**config.mk**
```make
export PLATFORM = sky130hd
export DESIGN_NAME = bin2bcd_seq
export DESIGN_NICKNAME = d
export VERILOG_FILES = /design/src/rtl/bin2bcd_seq.sv
export SDC_FILE = /design/constraint.sdc
export NUM_CORES = 1
export LEC_CHECK = 0
export CAP_MARGIN = 20
export CORE_MARGIN = 1
export CORE_UTILIZATION = 50
export CTS_CLUSTER_DIAMETER = 200
export DETAILED_ROUTE_END_ITERATION = 12
export PLACE_DENSITY = 0.84
export SYNTH_ARGS = -nofsm -noshare
export SYNTH_HDL_FRONTEND = slang
export SYNTH_SLANG_ARGS = --single-unit
```
**constraint.sdc**
```tcl
create_clock -name clk -period 2.7 [get_ports clk]
set_input_delay 0.675 -clock clk [delete_from_list [all_inputs] [get_ports clk]]
set_output_delay 0.675 -clock clk [all_outputs]
set_load 0.02 [all_outputs]
```
**src/rtl/bin2bcd_seq.sv**
```systemverilog
// Sequential binary-to-BCD converter (double dabble), one input bit per clock.
// Holds the last result, flags values that do not fit in DIGITS, blanks leading zeros.

module bin2bcd_add3 (
    input  logic [3:0] din,
    output logic [3:0] dout
);
    assign dout = (din >= 4'd5) ? din + 4'd3 : din;
endmodule

module bin2bcd_seq #(
    parameter int BIN_W  = 10,
    parameter int DIGITS = 4
) (
    input  logic                  clk,
    input  logic                  reset,
    input  logic                  start,
    input  logic [BIN_W-1:0]      bin,
    output logic                  busy,
    output logic                  done,
    output logic [4*DIGITS-1:0]   bcd,
    output logic [DIGITS-1:0]     blank,
    output logic                  overflow
);
    function automatic int digits_for(input int w);
        int v;
        int n;
        v = (1 << w) - 1;
        n = 1;
        v = v / 10;
        while (v > 0) begin
            n = n + 1;
            v = v / 10;
        end
        return n;
    endfunction

    // scratch holds every decimal digit BIN_W bits can produce, so nothing is lost
    localparam int SD = (digits_for(BIN_W) > DIGITS) ? digits_for(BIN_W) : DIGITS;
    localparam int SW = 4 * SD;
    localparam int CW = $clog2(BIN_W + 1);
    localparam logic [DIGITS-1:0] BLANK_RST = ~(DIGITS'(1));

    typedef enum logic {IDLE, SHIFT} state_t;

    state_t            state, state_nxt;
    logic [BIN_W-1:0]  shreg;
    logic [SW-1:0]     scratch, adj, scratch_nxt;
    logic [CW-1:0]     cnt;
    logic              load, fin, last;
    logic              ovf;
    logic [4*DIGITS-1:0] bcd_res;
    logic [DIGITS-1:0] blank_res;

    for (genvar g = 0; g < SD; g++) begin : g_adj
        bin2bcd_add3 u_add3 (
            .din  (scratch[4*g +: 4]),
            .dout (adj[4*g +: 4])
        );
    end

    assign scratch_nxt = {adj[SW-2:0], shreg[BIN_W-1]};
    assign last        = (cnt == CW'(BIN_W - 1));
    assign busy        = (state == SHIFT);

    always_comb begin
        state_nxt = state;
        load      = 1'b0;
        fin       = 1'b0;
        case (state)
            IDLE: begin
                if (start) begin
                    state_nxt = SHIFT;
                    load      = 1'b1;
                end
            end
            SHIFT: begin
                if (last) begin
                    state_nxt = IDLE;
                    fin       = 1'b1;
                end
            end
            default: state_nxt = IDLE;
        endcase
    end

    always_ff @(posedge clk) begin
        if (!reset) state <= IDLE;
        else        state <= state_nxt;
    end

    // The bit leaving the scratch top is always zero since SD covers BIN_W; OR it in anyway.
    always_comb begin
        logic z;
        ovf = adj[SW-1];
        for (int i = DIGITS; i < SD; i++)
            ovf = ovf | (|scratch_nxt[4*i +: 4]);
        bcd_res   = ovf ? {DIGITS{4'h9}} : scratch_nxt[4*DIGITS-1:0];
        blank_res = '0;
        z = 1'b1;
        for (int i = DIGITS - 1; i >= 1; i--) begin
            z = z & (scratch_nxt[4*i +: 4] == 4'd0);
            blank_res[i] = z & ~ovf;
        end
    end

    always_ff @(posedge clk) begin
        if (!reset) begin
            shreg    <= '0;
            scratch  <= '0;
            cnt      <= '0;
            done     <= 1'b0;
            bcd      <= '0;
            blank    <= BLANK_RST;
            overflow <= 1'b0;
        end else begin
            done <= fin;
            if (load) begin
                shreg   <= bin;
                scratch <= '0;
                cnt     <= '0;
            end else if (state == SHIFT) begin
                shreg   <= shreg << 1;
                scratch <= scratch_nxt;
                cnt     <= cnt + 1'b1;
            end
            if (fin) begin
                bcd      <= bcd_res;
                blank    <= blank_res;
                overflow <= ovf;
            end
        end
    end
endmodule

```
Yosys cells after proc, flatten, opt, wreduce, memory -nomap -nowiden
Index checks and enable logic that the tools add are counted.
{"block": "totals", "ff_bits": 52, "out_inout_bits": 23, "wordCells": 44}
{"block": "op_classes", "n_addsub": 5, "order_cmp": 4, "eq_ne": 1, "mux": 13, "bitwise": 8, "reduce_logical": 5}
{"cell": "10-bit two-way mux", "n": 2}
{"cell": "4-bit by 2-bit adder with 4-bit output, second input constant", "n": 4}
{"cell": "4-bit by 3-bit >= comparator with 1-bit output, second input constant", "n": 4}
{"cell": "16-bit two-way mux", "n": 1}
{"cell": "4-bit two-way mux", "n": 4}
{"cell": "4-bit logical NOT", "n": 3}
{"cell": "1-bit bitwise AND", "n": 5}
{"cell": "1-bit two-way mux", "n": 5}
{"cell": "4-bit by 1-bit adder with 4-bit output, second input constant", "n": 1}
{"cell": "4-bit == test, second input constant", "n": 1}
{"cell": "1-bit inverter", "n": 3}
{"cell": "1-bit case mux with 2 select lines", "n": 1}
{"cell": "2-bit nonzero test", "n": 1}
{"cell": "2-bit OR reduction", "n": 1}

Depth between registers and ports, before layout
Gate-level depths: netlist of the first run.
{"block": "depth", "word_depth": 6, "mapped_depth": 8, "depth_no_buf": 7}

Hierarchy
From an unflattened synthesis of the first run, not the netlist that was laid out.
{"block": "hier_totals", "cells_unflattened": 285, "hier_area_um2": 2534.9}
{"mod": "bin2bcd_seq", "instances": 1, "cells_each": 221, "area_per_inst_um2": 2129.5, "seq_area_each_um2": 1041.0}
{"mod": "bin2bcd_add3", "instances": 4, "cells_each": 16, "area_per_inst_um2": 101.3, "seq_area_each_um2": 0.0}

Worst setup path after synthesis of the first run
Ideal clock, no wire load.
{"block": "synth_path", "kind": "register -> register", "start": "register scratch[12]", "end": "register blank[1]", "setup_time_ns": 0.073, "arrival_time_ns": 1.885, "t_required_ns": 2.627, "path_slack_ns": 0.742, "path_stages_with_launch": 8, "path_cell_list": "dfxtp_1 -> inv_1 -> ha_1 -> o31a_1 -> o22a_1 -> a211o_1 -> or4_4 -> o211ai_2"}
{"block": "synth_between", "elab_chain_len": 6, "elab_cells_between_ends": 8, "cone_classes": "add/sub: 1; order compare: 1; mux: 1; bitwise: 4; reduce/logical: 1"}
{"item": "from (decl)", "line": "48", "rtl": "logic [SW-1:0] scratch, adj, scratch_nxt;"}
{"item": "from (signal assigned)", "line": "124", "rtl": "scratch <= scratch_nxt;"}
{"item": "4-bit by 2-bit adder with 4-bit output or 4-bit by 3-bit >= comparator with 1-bit output (tied branches)", "line": "8", "rtl": "assign dout = (din >= 4'd5) ? din + 4'd3 : din;"}
{"item": "4-bit two-way mux *", "line": "8"}
{"item": "4-bit logical NOT", "line": "102", "rtl": "z = z & (scratch_nxt[4*i +: 4] == 4'd0);"}
{"item": "1-bit bitwise AND (2 in a row)", "line": "102"}
{"item": "1-bit bitwise AND *", "line": "103", "rtl": "blank_res[i] = z & ~ovf;"}
{"item": "to (signal assigned)", "line": "129", "rtl": "blank <= blank_res;"}
{"item": "to (decl)", "line": "22", "rtl": "output logic [DIGITS-1:0] blank,"}
Every way passes the cells marked *; elsewhere a longest branch is shown, timed or not.
A chain may end at the register's enable or synchronous reset.

Worst setup path after layout of the first run
{"block": "layout_path", "start": "register state, in the netlist busy", "end": "output busy"}
{"item": "from (decl)", "line": "46", "rtl": "state_t state, state_nxt;"}
{"item": "from (signal assigned)", "line": "89", "rtl": "else state <= state_nxt;"}
{"item": "to (decl)", "line": "19", "rtl": "output logic busy,"}
No word-level cell between the ends.

==> flow_summary.json, run 1 <==
{
  "tritoncts": "built",
  "cpLargestDelayFamily": "buffers and inverters",
  "rsz0062_at_grt": "no",
  "maxSlewHeadroom": 0.609,
  "core_mm2": 0.00447,
  "clock-root-buffer": "clkbuf_8",
  "dieArea_mm2": 0.00507,
  "synth-edff-count": 0,
  "design_area_mm2": 0.00289,
  "antenna_found_initial": 0,
  "routedWlPerCell_um": 13.5,
  "clock.fmax_mhz": 455,
  "die_x_um": 71.2,
  "slowest_stage": "clkdlybuf4s50_1",
  "cts.path.max_buffers": 2,
  "critPathArrivalTime_ps": 1520,
  "p_leak_nw": 1.16,
  "yosys-top-cells-area": "dfxtp_1 44%, mux2i_1 10%, ha_1 5.2%",
  "multiInputGateArea_mm2": 0.00125,
  "clk_pin_slew_ps": 100,
  "rr_worst_depth": 7,
  "synth_top_area_share": 0.435,
  "worst_pin_slew_ps": 585,
  "totalWireLength_mm": 4.72,
  "yosys_warnings": 0,
  "clock_latency_ps": 300,
  "hpwl_mm": 3.42,
  "status": "complete, but fails checks",
  "post_synth.cell_area_avg_um2": 9.10,
  "port_buffers": 34,
  "power_frac_seq": 0.572,
  "cap_violations": 0,
  "cts_buffers": 5,
  "end_kind": "output port",
  "netlist_area_mm2": 0.00239,
  "comb_power_share": 0.115,
  "cp_max_fo": 17,
  "vdd_drop_max_v": 0.000294,
  "hold_start": "blank[1]",
  "post-cts-setup-buffer-count": 0,
  "endpoint": "busy",
  "swShare": 0.254,
  "cts_sinks": 52,
  "synth_flop_cell": "dfxtp_1",
  "slew_viol_final": 0,
  "reg2reg_from": "scratch[12]",
  "synthTopCellsByCount": "52 x dfxtp_1, 25 x mux2i_1, 23 x nand2_1, 23 x o21ai_0, 21 x nor2_1",
  "n_fill_cell": 372,
  "synth.distinct_cells": 33,
  "cp_num_buf_inv": 2,
  "crit_required_ps": 2030,
  "grt_start_max_net_pins": 36,
  "start_util": 0.535,
  "ant_nets": 0,
  "tns_ps": 0,
  "cp-start-kind": "flop",
  "fin_crit_sh": 0.815,
  "worst_path_largest_cell_delay_ps": 650,
  "finalSetupViolations": 0,
  "startpoint": "busy",
  "powerDensity_mw_per_mm2": 486,
  "p_switching_mw": 0.356,
  "synth_nets": 286,
  "grt.total_usage": 0.202,
  "worstReg2RegEnd": "blank[1]",
  "drt-initial-drc-count": 133,
  "cts_resized": 0,
  "hold_buffers": 0,
  "fin_crit_ps": 2200,
  "drc_errors": 4,
  "worst-path-stages": 2,
  "crit_path_cell_trace": "buf_4 -> clkdlybuf4s50_1",
  "synth.most_common_cell": "dfxtp_1",
  "htreeDepth": 2,
  "syn_to_final_growth_pct": 20.6,
  "grt_pass1_vias": 1788,
  "viasPerCell": 5.34,
  "die_h_um": 71.2,
  "dp.cells": 342,
  "async_flop_share": 0,
  "core.rowCount": 24,
  "seqCellArea_mm2": 0.00104,
  "synth_top_cell_by_area": "dfxtp_1",
  "fin_cells": 350,
  "place.gp.congestion": 0.772,
  "worstSetupPathType": "reg -> out",
  "totalPowerFinal_mw": 1.40,
  "ioPinCount": 36,
  "synth_seq_area_share": 0.435,
  "grt_pass1_wl_mm": 8.07,
  "skew_ps": 9.33,
  "drive_above_1_share": 0.0638,
  "vias": 1869,
  "clockPowerShare": 0.313,
  "first_pass_iters": 8,
  "ys_ff_latch": 52,
  "hold_class": "reg -> reg",
  "synth_cells": 263,
  "post-route-util": 0.645,
  "grt-ovfl-total": 0,
  "r2r_slack_ps": 540,
  "p_int_mw": 1.05,
  "place_area_mm2": 0.00280,
  "final-hold-violation-count": 0,
  "layout.nets": 320,
  "violations": "design-rule violations",
  "n_antenna_cell": 0
}
## state kept, by name, summed over array words and instances, names as in the netlist
register / count
bcd: 16
blank: 3
busy: 1
cnt: 4
done: 1
overflow: 1
scratch: 16
shreg: 10
## routing by layer
metal,vias to the layer above,track usage,routed length (um)
met3,8,0.0470,170
met1,846,0.267,2310
met5,-,0,0
li1,975,-,-
met2,40,0.322,2160
met4,0,0.0778,70
## worst min-delay path: stages (launching register included)
cell and delay, ps:
dfxtp_1 330, nand2_1 60, o211ai_2 60
## through the flow
stage	hold slack (ps)	setup slack [ps]
6_report	480	500
5_1_grt	521	435
4_1_cts	484	496
3_5_place_dp	462	475
3_3_place_gp	454	516
2_1_floorplan	477	742
## final cells by class
cell class	instances	area share
timing repair buffer	42	0.139
sequential	52	0.361
tap	52	0.0225
clock inverter	2	0.00564
inverter	10	0.0130
clock buffer	6	0.0252
multi-input combinational	186	0.434
## power by group through the flow
| stage | Clock (mW) | Combinational, mW | Sequential (mW) |
|---|---|---|---|
| after floorplan | 0 | 0.109 | 0.819 |
| after global placement | 0 | 0.156 | 0.820 |
| after detailed placement | 0 | 0.159 | 0.820 |
| after CTS | 0.446 | 0.160 | 0.803 |
| after global routing | 0.484 | 0.178 | 0.806 |
| final | 0.440 | 0.161 | 0.803 |
## worst min path at each step
stage,slack [ps],cells after the start,endpoint
after floorplan,480,2,scratch[1]
after global placement,450,2,blank[2]
after detailed placement,460,2,blank[1]
after CTS,480,2,blank[1]
after global routing,520,2,blank[1]
final,480,2,blank[1]
## logic make-up (layout without fill, tap and decap cells)
logic type | Yosys count | after routing | share of synthesized area
adder cells (fa/ha/maj) | 10 | 10 | 0.0523
buffers and inverters | 25 | 60 | 0.0413
flip-flops | 52 | 52 | 0.435
multiplexers | 25 | 25 | 0.105
AND/OR/NAND/NOR | 79 | 79 | 0.173
other | 1 | 1 | 0.00157
AO/OA/AOI/OAI | 64 | 64 | 0.167
XOR/XNOR | 7 | 7 | 0.0256
## layout by cell type (no fill, tap or decap), types with 5 or more instances in the layout
master / count
a211oi_1: 7
inv_1: 10
xnor2_1: 5
a21oi_1: 19
mux2i_1: 25
nor2_1: 21
clkbuf_8: 5
o21ai_0: 22
and2_1: 13
nand2b_1: 5
buf_4: 8
a22o_1: 8
dfxtp_1: 52
nand2_1: 23
ha_1: 10
clkdlybuf4s50_1: 34
nor3b_1: 7
(Power assumes the default switching activity.)
==> run 2: changes to the inputs <==
==> constraint.sdc (replaced) <==
create_clock -name clk -period 2.1 [get_ports clk]
set_input_delay 0.525 -clock clk [delete_from_list [all_inputs] [get_ports clk]]
set_output_delay 0.525 -clock clk [all_outputs]
set_load 0.02 [all_outputs]
==> flow_summary.json, run 2 (synthesis results as in run 1) <==
{
  "drive_above_1_share": 0.0833,
  "viasPerCell": 5.47,
  "layout.nets": 322,
  "end_kind": "flop",
  "dieArea_mm2": 0.00507,
  "grt_pass1_wl_mm": 8.37,
  "status": "complete, but fails checks",
  "fin_crit_sh": 0.961,
  "routedWlPerCell_um": 14.0,
  "reg2reg_from": "scratch[12]",
  "drt-initial-drc-count": 91,
  "cp_max_fo": 6,
  "hold_class": "reg -> reg",
  "skew_ps": 9.44,
  "ant_nets": 0,
  "finalSetupViolations": 0,
  "rr_worst_depth": 7,
  "hpwl_mm": 3.45,
  "n_antenna_cell": 0,
  "clk_pin_slew_ps": 100,
  "fin_crit_ps": 2020,
  "cts_sinks": 52,
  "reg.largest.list": "bcd (16), scratch (16), shreg (10)",
  "cts.path.max_buffers": 2,
  "grt_start_max_net_pins": 27,
  "clock.fmax_mhz": 496,
  "grt.total_usage": 0.210,
  "critPathArrivalTime_ps": 2260,
  "totalPowerFinal_mw": 1.97,
  "vdd_drop_max_v": 0.000348,
  "ioPinCount": 36,
  "syn_to_final_growth_pct": 23.5,
  "cap_violations": 0,
  "clock_latency_ps": 310,
  "powerDensity_mw_per_mm2": 667,
  "port_buffers": 34,
  "p_leak_nw": 1.19,
  "grt-ovfl-total": 0,
  "r2r_slack_ps": 80,
  "slew_viol_final": 0,
  "die_x_um": 71.2,
  "violations": "design-rule violations",
  "hold_path_end": "bcd[15]",
  "worstSetupPathType": "reg -> reg",
  "totalWireLength_mm": 4.93,
  "worstReg2RegEnd": "blank[1]",
  "htreeDepth": 2,
  "hold_buffers": 0,
  "tritoncts": "built",
  "core.rowCount": 24,
  "n_fill_cell": 355,
  "pre_cts_slack_ps": 41.4,
  "drc_errors": 4,
  "mostFrequentLayoutCells": "50 x dfxtp_1, 34 x clkdlybuf4s50_1, 25 x mux2i_1",
  "final-hold-violation-count": 0,
  "crit_required_ps": 2340,
  "antenna_found_initial": 0,
  "finalHoldWorstSlack_ps": 475,
  "core_mm2": 0.00447,
  "cp-start-kind": "flop",
  "min_path_cells": 2,
  "hold_start": "bcd[15]",
  "place.gp.congestion": 0.793,
  "clock-root-buffer": "clkbuf_8",
  "final_common_cell": "dfxtp_1",
  "setup_ws_ps": 81.9,
  "start_util": 0.535,
  "vias": 1927,
  "cts_buffers": 5,
  "first_pass_iters": 9,
  "grt_pass1_vias": 1835,
  "die_h_um": 71.2
}
[run 2: cell count changes in the layout (fill, tap and decap cells not counted), sizes merged]
| cell | previous run | this run |
|---|---|---|
| clkinvlp | 1 | 0 |
| buf | 8 | 10 |
| bufinv | 0 | 1 |
[run 2: routing by layer]
metal	global-route usage	vias to the layer above	wire length (um)
li1	-	976	-
met1	0.269	898	2330
met2	0.350	43	2300
met3	0.0484	10	214
met4	0.0644	0	82
met5	0	-	0
[run 2: through the flow]
stage | setup TNS [ps] | std cells | cell area, um2 | util
global placement | 0 | 344 | 2820 | 0.631
floorplan | 0 | 263 | 2390 | -
detailed placement | 0 | 344 | 2820 | 0.631
global route | -12.0 | 352 | 2950 | 0.660
finish | 0 | 352 | 2950 | 0.660
CTS | 0 | 352 | 2950 | 0.658
[run 2: area by class of cell]
| class | instances | area (um2) | share of cell area |
|---|---|---|---|
| Sequential cell | 52 | 1050 | 0.354 |
| Inverter | 10 | 37.5 | 0.0127 |
| Timing Repair Buffer | 44 | 428 | 0.145 |
| Clock buffer | 6 | 82.6 | 0.0280 |
| Tap cell | 52 | 65.1 | 0.0220 |
| Multi-Input combinational cell | 186 | 1260 | 0.425 |
| Clock inverter | 2 | 38.8 | 0.0131 |
[run 2: where the power goes]
part	leakage, nW	internal, mW	switching, mW
Clock	0.0614	0.390	0.332
Combinational	0.710	0.103	0.112
Sequential	0.423	1.01	0.0231
[run 2: worst max path at each step]
stage                           start  endpoint  slack, ps  cells past startpoint
after global placement    scratch[12]  blank[1]        100                      7
after CTS                 scratch[12]  blank[1]         20                      7
after global routing      scratch[12]  blank[1]        -10                      7
after floorplan           scratch[12]  blank[1]        140                      7
after detailed placement  scratch[12]  blank[1]         40                      7
final                     scratch[12]  blank[1]         80                      7
[run 2: repair_timing]
item,4_1_cts,5_1_grt
gates resized for setup,0,4
setup buffers,0,0
endpoints found under the setup margin,0,3
[run 2: worst max-delay path, cell delays in order (launching register included)]
cell and delay (ps):
dfxtp_4 380, inv_1 50, ha_1 240, o31a_1 250, o22a_1 200, a211o_1 230
or4_4 440, o211ai_2 160
